--- src/rtl/learning_score_pkg.sv ---
// Shared codes for the learning-mode scorer: judgement, grade, FSM state.
// Also holds a saturating 8-bit increment used by the hit/miss/combo counters.
package learning_score_pkg;

    typedef enum logic [1:0] {
        JUDGE_NONE    = 2'd0,
        JUDGE_PERFECT = 2'd1,
        JUDGE_GOOD    = 2'd2,
        JUDGE_MISS    = 2'd3
    } judge_e;

    typedef enum logic [2:0] {
        GRADE_NONE = 3'd0,
        GRADE_A    = 3'd1,
        GRADE_B    = 3'd2,
        GRADE_C    = 3'd3,
        GRADE_D    = 3'd4
    } grade_e;

    typedef enum logic [1:0] {
        ST_IDLE,
        ST_ARMED,
        ST_JUDGED,
        ST_FINISHED
    } state_e;

    function automatic logic [7:0] sat_inc8(input logic [7:0] v);
        return (v == 8'hFF) ? v : v + 8'd1;
    endfunction

endpackage

--- src/rtl/learning_grade_calc.sv ---
// Combinational letter grade from final hit/miss counts.
// Ports: hits_i, misses_i (8b counts) -> grade_o (grade_e code).
module learning_grade_calc
    import learning_score_pkg::*;
(
    input  logic [7:0] hits_i,
    input  logic [7:0] misses_i,
    output grade_e     grade_o
);

    logic [8:0]  n;
    logic [13:0] h10, n9, h4, n3, h2, n1;

    // 14-bit products: 510 * 9 does not fit in 12 bits.
    assign n   = {1'b0, hits_i} + {1'b0, misses_i};
    assign h10 = 14'(hits_i) * 14'd10;
    assign n9  = 14'(n) * 14'd9;
    assign h4  = 14'(hits_i) * 14'd4;
    assign n3  = 14'(n) * 14'd3;
    assign h2  = 14'(hits_i) * 14'd2;
    assign n1  = 14'(n);

    // Thresholds overlap (an A also clears B), so order matters here.
    always_comb begin
        grade_o = GRADE_D;
        if (n == 9'd0)       grade_o = GRADE_D;
        else if (h10 >= n9)  grade_o = GRADE_A;
        else if (h4 >= n3)   grade_o = GRADE_B;
        else if (h2 >= n1)   grade_o = GRADE_C;
        else                 grade_o = GRADE_D;
    end

endmodule

--- src/rtl/learning_scorer.sv ---
// Learning-mode scorer: judges key presses against the expected note,
// keeps score/hit/miss/combo stats and grades the song at song_done.
// Ports: clk, reset (async, active-high); key_in, expected, note_strobe,
// song_start, song_done in; score, hit_count, miss_count, combo,
// max_combo, judge, judge_pulse, grade, grade_valid out.
module learning_scorer
    import learning_score_pkg::*;
#(
    parameter int WINDOW_CYCLES  = 50_000_000,
    parameter int PERFECT_CYCLES = 12_500_000,
    parameter int PTS_PERFECT    = 10,
    parameter int PTS_GOOD       = 5,
    parameter int SCORE_MAX      = 999
) (
    input  logic       clk,
    input  logic       reset,
    input  logic [6:0] key_in,
    input  logic [6:0] expected,
    input  logic       note_strobe,
    input  logic       song_start,
    input  logic       song_done,
    output logic [9:0] score,
    output logic [7:0] hit_count,
    output logic [7:0] miss_count,
    output logic [7:0] combo,
    output logic [7:0] max_combo,
    output logic [1:0] judge,
    output logic       judge_pulse,
    output logic [2:0] grade,
    output logic       grade_valid
);

    localparam int TW = $clog2(WINDOW_CYCLES + 1);

    state_e      state_q, state_d;
    logic [6:0]  exp_q, exp_d;
    logic [6:0]  key_prev_q;
    logic [TW-1:0] timer_q, timer_d;
    logic [9:0]  score_q, score_d;
    logic [7:0]  hit_q, hit_d;
    logic [7:0]  miss_q, miss_d;
    logic [7:0]  combo_q, combo_d;
    logic [7:0]  maxc_q, maxc_d;
    judge_e      judge_q, judge_d;
    logic        pulse_q, pulse_d;
    grade_e      grade_q, grade_d;
    logic        gvalid_q, gvalid_d;

    logic [6:0]  rise;
    logic        hit_ev, miss_ev, perfect;
    logic        take_note, done, clear;
    logic [10:0] sum;
    grade_e      calc_grade;

    assign rise = key_in & ~key_prev_q;

    // Grade sees the post-update miss count so that a note still armed
    // at song_done is counted before grading.
    learning_grade_calc u_grade (
        .hits_i   (hit_q),
        .misses_i (miss_d),
        .grade_o  (calc_grade)
    );

    always_comb begin
        state_d   = state_q;
        exp_d     = exp_q;
        timer_d   = timer_q;
        grade_d   = grade_q;
        gvalid_d  = gvalid_q;
        hit_ev    = 1'b0;
        miss_ev   = 1'b0;
        perfect   = 1'b0;
        take_note = 1'b0;
        done      = 1'b0;
        clear     = 1'b0;
        if (song_start) begin
            clear    = 1'b1;
            state_d  = ST_IDLE;
            exp_d    = '0;
            timer_d  = '0;
            grade_d  = GRADE_NONE;
            gvalid_d = 1'b0;
        end else begin
            unique case (state_q)
                ST_IDLE, ST_JUDGED: begin
                    if (song_done)        done = 1'b1;
                    else if (note_strobe) take_note = 1'b1;
                end
                ST_ARMED: begin
                    if (song_done) begin
                        miss_ev = 1'b1;
                        done    = 1'b1;
                    end else if (note_strobe) begin
                        miss_ev   = 1'b1;
                        take_note = 1'b1;
                    end else if (rise != 7'd0) begin
                        if (rise == exp_q) begin
                            hit_ev  = 1'b1;
                            perfect = timer_q < TW'(PERFECT_CYCLES);
                        end else begin
                            miss_ev = 1'b1;
                        end
                        state_d = ST_JUDGED;
                    end else if (timer_q == TW'(WINDOW_CYCLES - 1)) begin
                        miss_ev = 1'b1;
                        state_d = ST_JUDGED;
                    end else begin
                        timer_d = timer_q + 1'b1;
                    end
                end
                ST_FINISHED: state_d = ST_FINISHED;
                default:     state_d = ST_IDLE;
            endcase
            if (take_note) begin
                if (expected != 7'd0) begin
                    exp_d   = expected;
                    timer_d = '0;
                    state_d = ST_ARMED;
                end else begin
                    state_d = ST_JUDGED;
                end
            end
            if (done) begin
                state_d  = ST_FINISHED;
                grade_d  = calc_grade;
                gvalid_d = 1'b1;
            end
        end
    end

    always_comb begin
        score_d = score_q;
        hit_d   = hit_q;
        miss_d  = miss_q;
        combo_d = combo_q;
        maxc_d  = maxc_q;
        judge_d = judge_q;
        pulse_d = 1'b0;
        sum = {1'b0, score_q}
            + (perfect ? 11'(PTS_PERFECT) : 11'(PTS_GOOD));
        if (clear) begin
            score_d = '0;
            hit_d   = '0;
            miss_d  = '0;
            combo_d = '0;
            maxc_d  = '0;
            judge_d = JUDGE_NONE;
        end else if (hit_ev) begin
            score_d = (sum > 11'(SCORE_MAX)) ? 10'(SCORE_MAX) : sum[9:0];
            hit_d   = sat_inc8(hit_q);
            combo_d = sat_inc8(combo_q);
            if (combo_d > maxc_q) maxc_d = combo_d;
            judge_d = perfect ? JUDGE_PERFECT : JUDGE_GOOD;
            pulse_d = 1'b1;
        end else if (miss_ev) begin
            miss_d  = sat_inc8(miss_q);
            combo_d = '0;
            judge_d = JUDGE_MISS;
            pulse_d = 1'b1;
        end
    end

    always_ff @(posedge clk or posedge reset) begin
        if (reset) begin
            state_q    <= ST_IDLE;
            exp_q      <= '0;
            key_prev_q <= '0;
            timer_q    <= '0;
            score_q    <= '0;
            hit_q      <= '0;
            miss_q     <= '0;
            combo_q    <= '0;
            maxc_q     <= '0;
            judge_q    <= JUDGE_NONE;
            pulse_q    <= 1'b0;
            grade_q    <= GRADE_NONE;
            gvalid_q   <= 1'b0;
        end else begin
            state_q    <= state_d;
            exp_q      <= exp_d;
            key_prev_q <= key_in;
            timer_q    <= timer_d;
            score_q    <= score_d;
            hit_q      <= hit_d;
            miss_q     <= miss_d;
            combo_q    <= combo_d;
            maxc_q     <= maxc_d;
            judge_q    <= judge_d;
            pulse_q    <= pulse_d;
            grade_q    <= grade_d;
            gvalid_q   <= gvalid_d;
        end
    end

    assign score       = score_q;
    assign hit_count   = hit_q;
    assign miss_count  = miss_q;
    assign combo       = combo_q;
    assign max_combo   = maxc_q;
    assign judge       = judge_q;
    assign judge_pulse = pulse_q;
    assign grade       = grade_q;
    assign grade_valid = gvalid_q;

endmodule

--- config.mk ---
export PLATFORM = sky130hd
export DESIGN_NAME = learning_scorer
export DESIGN_NICKNAME = d
export VERILOG_FILES = /design/src/rtl/learning_score_pkg.sv /design/src/rtl/learning_grade_calc.sv /design/src/rtl/learning_scorer.sv
export SDC_FILE = /design/constraint.sdc
export NUM_CORES = 1
export LEC_CHECK = 0
export BUFFER_PORTS_ARGS = -buffer_cell sky130_fd_sc_hd__clkbuf_2
export CORE_MARGIN = 1
export CORE_UTILIZATION = 37
export DETAILED_ROUTE_END_ITERATION = 6
export PLACE_DENSITY = 0.59
export SLEW_MARGIN = 10
export SYNTH_ARGS = -nofsm -noshare
export SYNTH_HDL_FRONTEND = slang
export SYNTH_SLANG_ARGS = --single-unit
--- constraint.sdc ---
create_clock -name clk -period 7.4 [get_ports clk]
set_input_delay 0.37 -clock clk [delete_from_list [all_inputs] [get_ports clk]]
set_output_delay 0.37 -clock clk [all_outputs]
set_load 0.005 [all_outputs]
-- Yosys cells after proc, flatten, opt, wreduce, memory -nomap -nowiden
Index checks and enable logic that the tools add are counted.
- input bits: 19
- bits in registers: 91
- output and inout port bits: 49
- bitwise operators: 2
- muxes and demuxes: 80
- order comparisons: 6
- add/sub/neg operators: 6
- eq/ne operators: 12
- reductions and logical operators: 16
- $mul: 3
- operators by type and width (operator ; number):
    $mux 26 ; 8
    $mux 8 ; 14
    $mux 1 ; 32
    $mux 10 ; 3
    $add 26x1->26 const B ; 1
    $eq 26x26->1 const B ; 1
    $lt 26x24->1 const B ; 1
    $add 8x1->8 const B ; 3
    $eq 8x8->1 const B ; 3
    $mux 2 ; 12
    $mux 7 ; 3
    $mux 3 ; 6
    $reduce_bool 7->1 ; 2
    $ge 12x13->1 ; 1
    $mul 9x4->13 const B ; 1
    $add 10x4->11 ; 1
    $ge 10x11->1 ; 1
    $gt 11x10->1 const B ; 1
    $mul 8x3->11 const B ; 1
    $mul 9x2->11 const B ; 1
    $ne 5x5->1 const B ; 2
    $reduce_bool 2->1 ; 5
    $add 8x8->9 ; 1
    $ge 9x9->1 ; 1
    17 further kinds ; 20

-- Longest topological paths before layout
Gate-level depths: netlist (run 1).
- depth in word-level cells: 20
- depth in mapped cells: 31

-- Hierarchy
From an unflattened synthesis (run 1), not the netlist that was laid out.
- cells, all modules: 797
- area total of the unflattened synthesis: 7084.3 um2
- by module, submodules not included (module ; area each (um2) ; sequential area each (um2) ; instances ; cells each):
    learning_scorer ; 5046.1 ; 2277.2 ; 1 ; 548
    learning_grade_calc ; 2038.2 ; 0.0 ; 1 ; 249

-- Worst setup path after synthesis (run 1)
Ideal clock, no wire load.
- path kind: input to register
- start: in key_in[6]
- end: reg grade_q[0] (netlist: grade[0])
- stages on the path: 30
- arrival time: 6022 ps
- path slack: 1259 ps
- cells stage by stage: nor2b_4 > nor4_4 > nand2_2 > and4_1 > or4_1 > buf_2 > or3_1 > a21oi_1 > ha_1 > inv_1 > fa_1 > nor2b_1 > o21ai_0 > nand2b_1 > xor2_1 > ha_1 > ha_1 > inv_1 > fa_1 > nor2b_1 > o31a_1 > a21o_1 > ha_1 > nand2_1 > nor2_1 > a2111oi_0 > a31o_2 > a221oi_1 > a31oi_1 > a21bo_2
- cells in the longest elaborated chain, start to end: 19
- RTL lines (element ; RTL line ; text):
    start, declared ; learning_scorer.sv:17 ; input logic [6:0] key_in,
    $and 7x7->7 (*) ; learning_scorer.sv:55 ; assign rise = key_in & ~key_prev_q;
    $eq 7x7->1 ; learning_scorer.sv:98 ; if (rise == exp_q) begin
    $mux 1 ; learning_scorer.sv:98 ;
    $mux 1 ; learning_scorer.sv:97 ; end else if (rise != 7'd0) begin
    $mux 1 ; learning_scorer.sv:94 ; end else if (note_strobe) begin
    $mux 1 ; learning_scorer.sv:91 ; if (song_done) begin
    $mux 1 ; learning_scorer.sv:85 ; unique case (state_q)
    $mux 1 ; learning_scorer.sv:77 ; if (song_start) begin
    (+3 left out) ; n/a ;
    net miss_d[0] ; learning_scorer.sv:41 ; logic [7:0] miss_q, miss_d;
    $add 8x8->9 (*) ; learning_grade_calc.sv:15 ; assign n = {1'b0, hits_i} + {1'b0, misses_i};
    $mul 9x2->11 / $ge 9x9->1 (equally long branches) ; learning_grade_calc.sv:19, learning_grade_calc.sv:29 ;
    $ge 10x11->1 / $mux 3 (equally long branches) ; learning_grade_calc.sv:28, learning_grade_calc.sv:29 ;
    $mux 3 ; learning_grade_calc.sv:28 ; else if (h4 >= n3) grade_o = GRADE_B;
    $mux 3 ; learning_grade_calc.sv:27 ; else if (h10 >= n9) grade_o = GRADE_A;
    $mux 3 (*) ; learning_grade_calc.sv:26 ; if (n == 9'd0) grade_o = GRADE_D;
    $mux 3 (*) ; learning_scorer.sv:124 ; if (done) begin
    $mux 3 (*) ; learning_scorer.sv:77 ;
    end signal, assigned ; learning_scorer.sv:191 ; grade_q <= grade_d;
    end, declared ; learning_scorer.sv:46 ; grade_e grade_q, grade_d;
The timed path passes the listed nets; every way through them passes the cells marked *. The select of a mux whose other input is x is not followed.
A chain may end at the register's enable or synchronous reset.

-- Worst setup path in the final report (run 1)
- start: reg key_prev_q[3]
- end: reg grade_q[1] (netlist: grade[1])
- cells in the longest elaborated chain, start to end: 20
- RTL lines (element ; RTL line ; text):
    start, declared ; learning_scorer.sv:37 ; logic [6:0] key_prev_q;
    start signal, assigned ; learning_scorer.sv:182 ; key_prev_q <= key_in;
    $not 7->7 (*) ; learning_scorer.sv:55 ;
    $and 7x7->7 (*) ; learning_scorer.sv:55 ;
    $eq 7x7->1 ; learning_scorer.sv:98 ;
    $mux 1 ; learning_scorer.sv:98 ;
    $mux 1 ; learning_scorer.sv:97 ;
    $mux 1 ; learning_scorer.sv:94 ;
    $mux 1 ; learning_scorer.sv:91 ;
    $mux 1 ; learning_scorer.sv:85 ;
    (+4 left out) ; n/a ;
    net miss_d[2] ; learning_scorer.sv:41 ;
    $add 8x8->9 (*) ; learning_grade_calc.sv:15 ;
    $mul 9x2->11 / $ge 9x9->1 (equally long branches) ; learning_grade_calc.sv:19, learning_grade_calc.sv:29 ;
    $ge 10x11->1 / $mux 3 (equally long branches) ; learning_grade_calc.sv:28, learning_grade_calc.sv:29 ;
    $mux 3 ; learning_grade_calc.sv:28 ;
    $mux 3 ; learning_grade_calc.sv:27 ;
    $mux 3 (*) ; learning_grade_calc.sv:26 ;
    $mux 3 (*) ; learning_scorer.sv:124 ;
    $mux 3 (*) ; learning_scorer.sv:77 ;
Marked as above.

==> impl_metrics.csv, run 1 <==
group,metric,value,unit
clocking,cts-buffers-inserted,9,
clocking,clock_latency,350,ps
timing,period_minus_slack,6930,ps
timing,fin_tns_setup,0,ps
logic_synthesis,synth_edf_count,0,
worst_setup_path,cp.required,7590,ps
clocking,clk_pin_slew_worst_paths,70,ps
clocking,cts_sinks,91,
place,port_buffers,67,
worst_setup_path,cp_data_arrival_time,7130,ps
floorplan,initial_core_util,37.9,%
timing,timing.fmax,144,MHz
worst_setup_path,crit_path_max_fanout,28,
final_layout,antennaDiodeCount,0,
min_path,hold_path.class,"input port to asynchronous set/reset pin",
job,cap_violations,0,
timing,drv_slew,0,
clocking,ctsHoldBuffers,0,
logic_synthesis,syn_area_per_cell,8.86,um2
logic_synthesis,yosysSeqAreaShare,32.0,%
floorplan,die_h,141,um
logic_synthesis,yosys_warnings,0,
logic_synthesis,synth_flop_cell,"dfrtp_1",
timing,setup_viol_count_final,0,
floorplan,dieWidth,141,um
power_and_ir_drop,ir_drop,89.4,uV
detailed_routing,dr.pass1.iters,4,
detailed_routing,vias_per_cell,5.46,
floorplan,die_area,19800,um2
global_route,grtUsageTotal,18.6,%
place,globalplace.congestion,0.832,
place,hpwl,13100,um
detailed_routing,wl_per_cell,16.0,um
worst_setup_path,path_class,"flip-flop to flip-flop",
floorplan,io_pins,68,
global_route,grt_pass1_vias,5665,
timing,skew,10.1,ps
final_layout,drive_above_1_share,13.7,%
final_layout,nNetsFinal,973,
logic_synthesis,synth_top_area_share,32.0,%
clocking,cts_tree,"built",
timing,rsz0062_at_grt,"false",
clocking,cts.path.max_buffers,2,
timing,slew_headroom,39.3,%
timing,tightest_slew,887,ps
clocking,cts_max_level,3,
logic_synthesis,synth_top_area_cell,"dfrtp_1",
logic_synthesis,yosysMostFrequentCell,"dfrtp_1",
timing,fin_crit_sh,93.7,%
global_route,grt_pass1_wl,29200,um
global_route,grt_max_degree,58,
worst_setup_path,crit_path_end_kind,"flip-flop",
clocking,ctsRootBufferMaster,"clkbuf_16",
logic_synthesis,ys_ff_latch,91,
detailed_routing,wl,17600,um
power_and_ir_drop,total_power,1.17,mW
logic_synthesis,syn_inst,803,
logic_synthesis,yosys.cell_types.count,73,
logic_synthesis,synth.cell_area,7110,um2
floorplan,rows,50,
detailed_routing,ant_nets,0,
worst_setup_path,worstSetupStartpointType,"flip-flop",
logic_synthesis,synth_nets,910,
floorplan,core_area,18800,um2
global_route,antenna_found_initial,0,
status,status,"finished clean",
detailed_routing,drc,0,
logic_synthesis,synth_area_leaders,"dfrtp_1, ha_1, xor2_1, nor2_1, a21oi_1",
detailed_routing,drt_first_iter_violations,265,
logic_synthesis,synthArstFlopShare,100,%
logic_synthesis,synthTopCellsByCount,"dfrtp_1, nor2_1, ha_1, a21oi_1, nand2_1",
detailed_routing,num_vias,6030,
timing,finalHoldViolCount,0,
clocking,cts_setup_buffers,0,
power_and_ir_drop,power.leakage,3.89,nW
global_route,grt.overflow.total,0,
final_layout,syn_to_final_growth,14.1,%
power_and_ir_drop,power.density,144,nW/um2
[worst paths after layout]
path                                         start  depth (start not counted)  slack [ps]                      end
max reg2reg                key_prev_q[3]$_DFF_PP0_                         27         470     grade[1]$_DFFE_PP0P_
max in group asynchronous                    reset                          3        6270  miss_count[3]$_DFF_PP0_
min in group clk                         key_in[5]                          1         130  key_prev_q[5]$_DFF_PP0_
min                                          reset                          2          30    timer_q[19]$_DFF_PP0_
max                        key_prev_q[3]$_DFF_PP0_                         27         470     grade[1]$_DFFE_PP0P_
min reg2reg                grade_valid$_DFFE_PP0P_                          2         530  grade_valid$_DFFE_PP0P_
[worst max-delay path: stages, from the launching register on]
cell and delay (ps):
dfrtp_1 380, nor2b_2 210, xor2_1 130, nor4_2 510, and4_1 330, buf_4 330, nor4_1 130, nand3_1 130
mux2i_1 280, ha_1 320, nor2b_1 170, o211a_1 250, o31ai_1 440, nand2_1 240, inv_1 210, ha_1 260
ha_1 330, nor2b_1 150, o31a_1 260, a21o_1 160, ha_1 280, nand2_1 70, nor2_1 170, o21ai_0 160
a31o_2 290, a221o_1 290, a21boi_0 200, a311oi_1 70
[repair_timing]
| action | CTS | global route |
|---|---|---|
| resized for setup | 0 | 6 |
| endpoints found under the setup margin | 0 | 3 |
| hold endpoints to repair | 0 | 0 |
[report_power, final]
part | total (mW) | internal (mW) | leakage (nW) | switching, mW
clock network | 0.576 | 0.368 | 0.178 | 0.208
logic | 0.0820 | 0.0273 | 2.47 | 0.0547
registers | 0.511 | 0.505 | 1.25 | 0.00582
[layout make-up]
class	count	area, um2
tap	234	293
clock inverter	7	148
clock buffer	9	225
sequential	91	2280
inverter	48	183
multi-input combinational	640	4580
fill	1862	10700
timing repair buffer	76	403
[per-layer routing]
metal / wire (um) / up-vias / GRT usage, %
li1: - / 3048 / -
met1: 8830 / 2875 / 26.3
met2: 8100 / 97 / 30.0
met3: 590 / 10 / 2.85
met4: 123 / 0 / 3.78
met5: 0 / - / 0
[stage by stage]
| stage | area, um2 | worst slack, ps | hold WS [ps] | std cells | utilization (%) |
|---|---|---|---|---|---|
| after floorplan | 7110 | 1260 | 401 | 803 | - |
| after global placement | 7720 | 350 | 416 | 1089 | 41.1 |
| after detailed placement | 7720 | 219 | 411 | 1089 | 41.1 |
| after CTS | 8090 | 285 | 36.9 | 1105 | 43.1 |
| after global routing | 8110 | 13.1 | 65.6 | 1105 | 43.2 |
| final | 8110 | 468 | 25.8 | 1105 | 43.2 |
[cell families (layout without fill, tap and decap cells)]
kind of cell / Yosys count / after routing / share of synthesized area, %
AND/OR/NAND/NOR: 297 / 297 / 21.5
AO/OA/AOI/OAI: 183 / 183 / 17.5
flip-flops: 91 / 91 / 32.0
adder cells (fa/ha/maj): 88 / 88 / 16.0
buffers and inverters: 72 / 140 / 3.85
XOR/XNOR: 58 / 58 / 7.14
multiplexers: 14 / 14 / 2.01
[registers in the layout, indices dropped and copies added, names as in the netlist]
register     flops
combo            8
exp_q            7
grade            3
grade_valid      1
hit_count        8
judge            2
judge_pulse      1
key_prev_q       7
max_combo        8
miss_count       8
score           10
state_q          2
timer_q         26
[layout by cell type (no fill, tap or decap), drive strengths merged, types with 26 or more instances in the layout]
cell and n:
nor2 87, inv 50, dfrtp 91, nor3 26, nand2 50, o21ai 27, ha 83, xor2 38
clkbuf 76, a21oi 53, nand3 37
No activity file was read; power rests on OpenSTA's default activity.
==> run 2, diff against run 1 <==
- ABC_AREA: default -> 1
==> impl_metrics.csv, run 2 <==
group,metric,value,unit
clocking,cts-resized-gates,0,
min_path,hp-start,"key_in[3]",
timing,setup_viol_count_final,0,
worst_setup_path,r2r_end,"grade[2]$_DFFE_PP0P_",
logic_synthesis,synthMuxAreaShare,0,%
min_path,min_to,"key_prev_q[3]$_DFF_PP0_",
floorplan,io_pins,68,
floorplan,initial_core_util,38.4,%
timing,drv_slew,0,
floorplan,dieWidth,142,um
clocking,ctsRootBufferMaster,"clkbuf_16",
worst_setup_path,reg2reg_setup_slack,1170,ps
timing,fin_tns_setup,0,ps
logic_synthesis,synth_flop_cell,"dfrtp_1",
final_layout,final_common_cell,"nand2_1",
worst_setup_path,slowest_stage,"dfrtp_1",
logic_synthesis,ys_ff_latch,91,
global_route,grt_pass1_wl,30300,um
clocking,clk_pin_slew_worst_paths,70,ps
final_layout,top_register,"timer_q",
detailed_routing,dr.pass1.iters,4,
logic_synthesis,yosysMostFrequentCell,"nand2_1",
floorplan,rows,50,
final_layout,syn_to_final_growth,13.6,%
worst_setup_path,worstSetupStartpointType,"flip-flop",
detailed_routing,vias_per_cell,4.96,
detailed_routing,num_vias,6559,
logic_synthesis,synth_simple_gate_area_share,27.3,%
worst_setup_path,worst_path_largest_cell_delay,380,ps
timing,slew_headroom,26.6,%
clocking,clock_latency,350,ps
clocking,cts_tree,"built",
global_route,grt_pass1_vias,6212,
logic_synthesis,yosys_warnings,0,
global_route,grt_max_degree,65,
global_route,grt.overflow.total,0,
logic_synthesis,synthTopCellsByCount,"nand2_1, inv_1, dfrtp_1, ha_1, nor2_1",
final_layout,fin_util,43.6,%
logic_synthesis,synth_top_area_share,31.3,%
clocking,cts_sinks,91,
detailed_routing,highest_layer,"met4",
clocking,cts.path.max_buffers,2,
worst_setup_path,cp.required,7690,ps
logic_synthesis,synth_edf_count,0,
place,hpwl,13800,um
worst_setup_path,cp_data_arrival_time,6530,ps
timing,skew,5.87,ps
worst_setup_path,crit_path_end_kind,"flip-flop",
final_layout,drive_above_1_share,11.6,%
worst_setup_path,crit_path_max_fanout,11,
timing,rsz0062_at_grt,"false",
logic_synthesis,synth_compound_area_share,10.9,%
timing,finalHoldViolCount,0,
logic_synthesis,synth.cell_area,7270,um2
place,globalplace.congestion,0.851,
worst_setup_path,crit_family,"simple AND/OR/NAND/NOR gates",
logic_synthesis,syn_inst,986,
logic_synthesis,synth_top_family_by_area,"simple AND/OR/NAND/NOR gates",
min_path,whs_path_depth,1,
logic_synthesis,synth_nets,1093,
floorplan,die_area,20200,um2
clocking,cts-buffers-inserted,9,
job,cap_violations,0,
worst_setup_path,worstRegToRegCells,40,
final_layout,antennaDiodeCount,0,
clocking,ctsHoldBuffers,1,
power_and_ir_drop,ir_drop,86.0,uV
final_layout,nFillCells,1952,
worst_setup_path,path_class,"flip-flop to flip-flop",
clocking,cts_setup_buffers,0,
status,status,"finished clean",
detailed_routing,wl_met3,699,um
worst_setup_path,r2r_start,"timer_q[0]$_DFF_PP0_",
detailed_routing,drc,0,
power_and_ir_drop,power.leakage,4.28,nW
timing,fin_crit_sh,84.2,%
detailed_routing,wl_met2,8270,um
floorplan,die_h,142,um
timing,timing.fmax,160,MHz
final_layout,nNetsFinal,1164,
final_layout,largest_reg_flops,26,
place,port_buffers,67,
floorplan,core_area,19000,um2
logic_synthesis,synth_xor_area_share,5.90,%
detailed_routing,drt-met1-wl,8890,um
logic_synthesis,synth_area_leaders,"dfrtp_1, ha_1, nand2_1, inv_1, xor2_1",
logic_synthesis,syn_area_per_cell,7.37,um2
logic_synthesis,synth-adder-area-share,15.7,%
logic_synthesis,yosysSeqAreaShare,31.3,%
final_layout,mostFrequentLayoutCells,"nand2_1, inv_1, dfrtp_1",
logic_synthesis,synth_top_area_cell,"dfrtp_1",
timing,period_minus_slack,6230,ps
worst_setup_path,crit_top_cell,"nand2_1",
global_route,antenna_found_initial,0,
detailed_routing,drt_first_iter_violations,317,
detailed_routing,wl,18100,um
logic_synthesis,yosys.cell_types.count,45,
worst_setup_path,path_buf_inv,5,
min_path,hold_path.class,"input port to flip-flop",
detailed_routing,ant_nets,0,
power_and_ir_drop,power.density,156,nW/um2
detailed_routing,wl_per_cell,13.7,um
timing,tightest_slew,1100,ps
global_route,grtUsageTotal,18.9,%
logic_synthesis,synthArstFlopShare,100,%
clocking,cts_max_level,3,
## run 2: cell count changes in the layout (fill, tap and decap cells not counted), moves of 12 or more
cell and change:
nand2_1 +176, inv_1 +100, nor2b_1 -14, and3_1 -12, mux2i_1 -12, o21a_1 -15
nand3_1 +20, o21ai_0 +19, o21ai_1 +16
## run 2: cell type report
type | count | area, um2 | share of cell area, %
inverters | 158 | 596 | 7.21
flip-flops and latches | 91 | 2280 | 27.6
multi-input cells | 727 | 4340 | 52.6
repair buffers | 70 | 360 | 4.36
well taps | 260 | 325 | 3.94
clock inverters | 6 | 119 | 1.44
clock buffers | 10 | 239 | 2.89
## run 2: worst max path at each step
stage	from	end	slack, ps	cells past startpoint
6_report	timer_q[0]$_DFF_PP0_	grade[2]$_DFFE_PP0P_	1170	40
5_1_grt	timer_q[0]$_DFF_PP0_	grade[2]$_DFFE_PP0P_	500	40
2_1_floorplan	timer_q[0]$_DFF_PP0_	grade[2]$_DFFE_PP0P_	2050	41
3_5_place_dp	timer_q[0]$_DFF_PP0_	grade[2]$_DFFE_PP0P_	1160	40
3_3_place_gp	timer_q[0]$_DFF_PP0_	grade[2]$_DFFE_PP0P_	1330	39
4_1_cts	timer_q[0]$_DFF_PP0_	grade[2]$_DFFE_PP0P_	1150	40
## run 2: metrics by stage
stage | setup slack (ps) | instances | power (mW) | hold slack (ps) | area, um2
2_1_floorplan | 2050 | 986 | 0.678 | 401 | 7270
3_3_place_gp | 1330 | 1305 | 0.740 | 364 | 7890
6_report | 1170 | 1322 | 1.29 | 137 | 8260
4_1_cts | 1150 | 1322 | 1.30 | 128 | 8260
3_5_place_dp | 1160 | 1305 | 0.741 | 366 | 7890
5_1_grt | 500 | 1322 | 1.35 | 122 | 8260
## run 2: cells by family after synthesis
kind of cell / after synthesis
buffers and inverters: 168
AOI/OAI and AO/OA: 143
adders and majority gates: 88
DFF: 91
xor gates and xnor gates: 49
and+or+nand+nor: 447
## run 2: metal layers
| layer | up-vias | GRT usage, % |
|---|---|---|
| met5 | - | 0 |
| met4 | 0 | 4.87 |
| met3 | 15 | 2.73 |
| met2 | 130 | 31.6 |
| met1 | 3034 | 25.6 |
| li1 | 3380 | - |
## run 2: power breakdown
| part | total [mW] | switching (mW) | internal (mW) |
|---|---|---|---|
| Combinational | 0.206 | 0.134 | 0.0724 |
| Clock | 0.559 | 0.214 | 0.345 |
| Sequential | 0.523 | 0.0111 | 0.512 |
| Total | 1.29 | 0.359 | 0.929 |
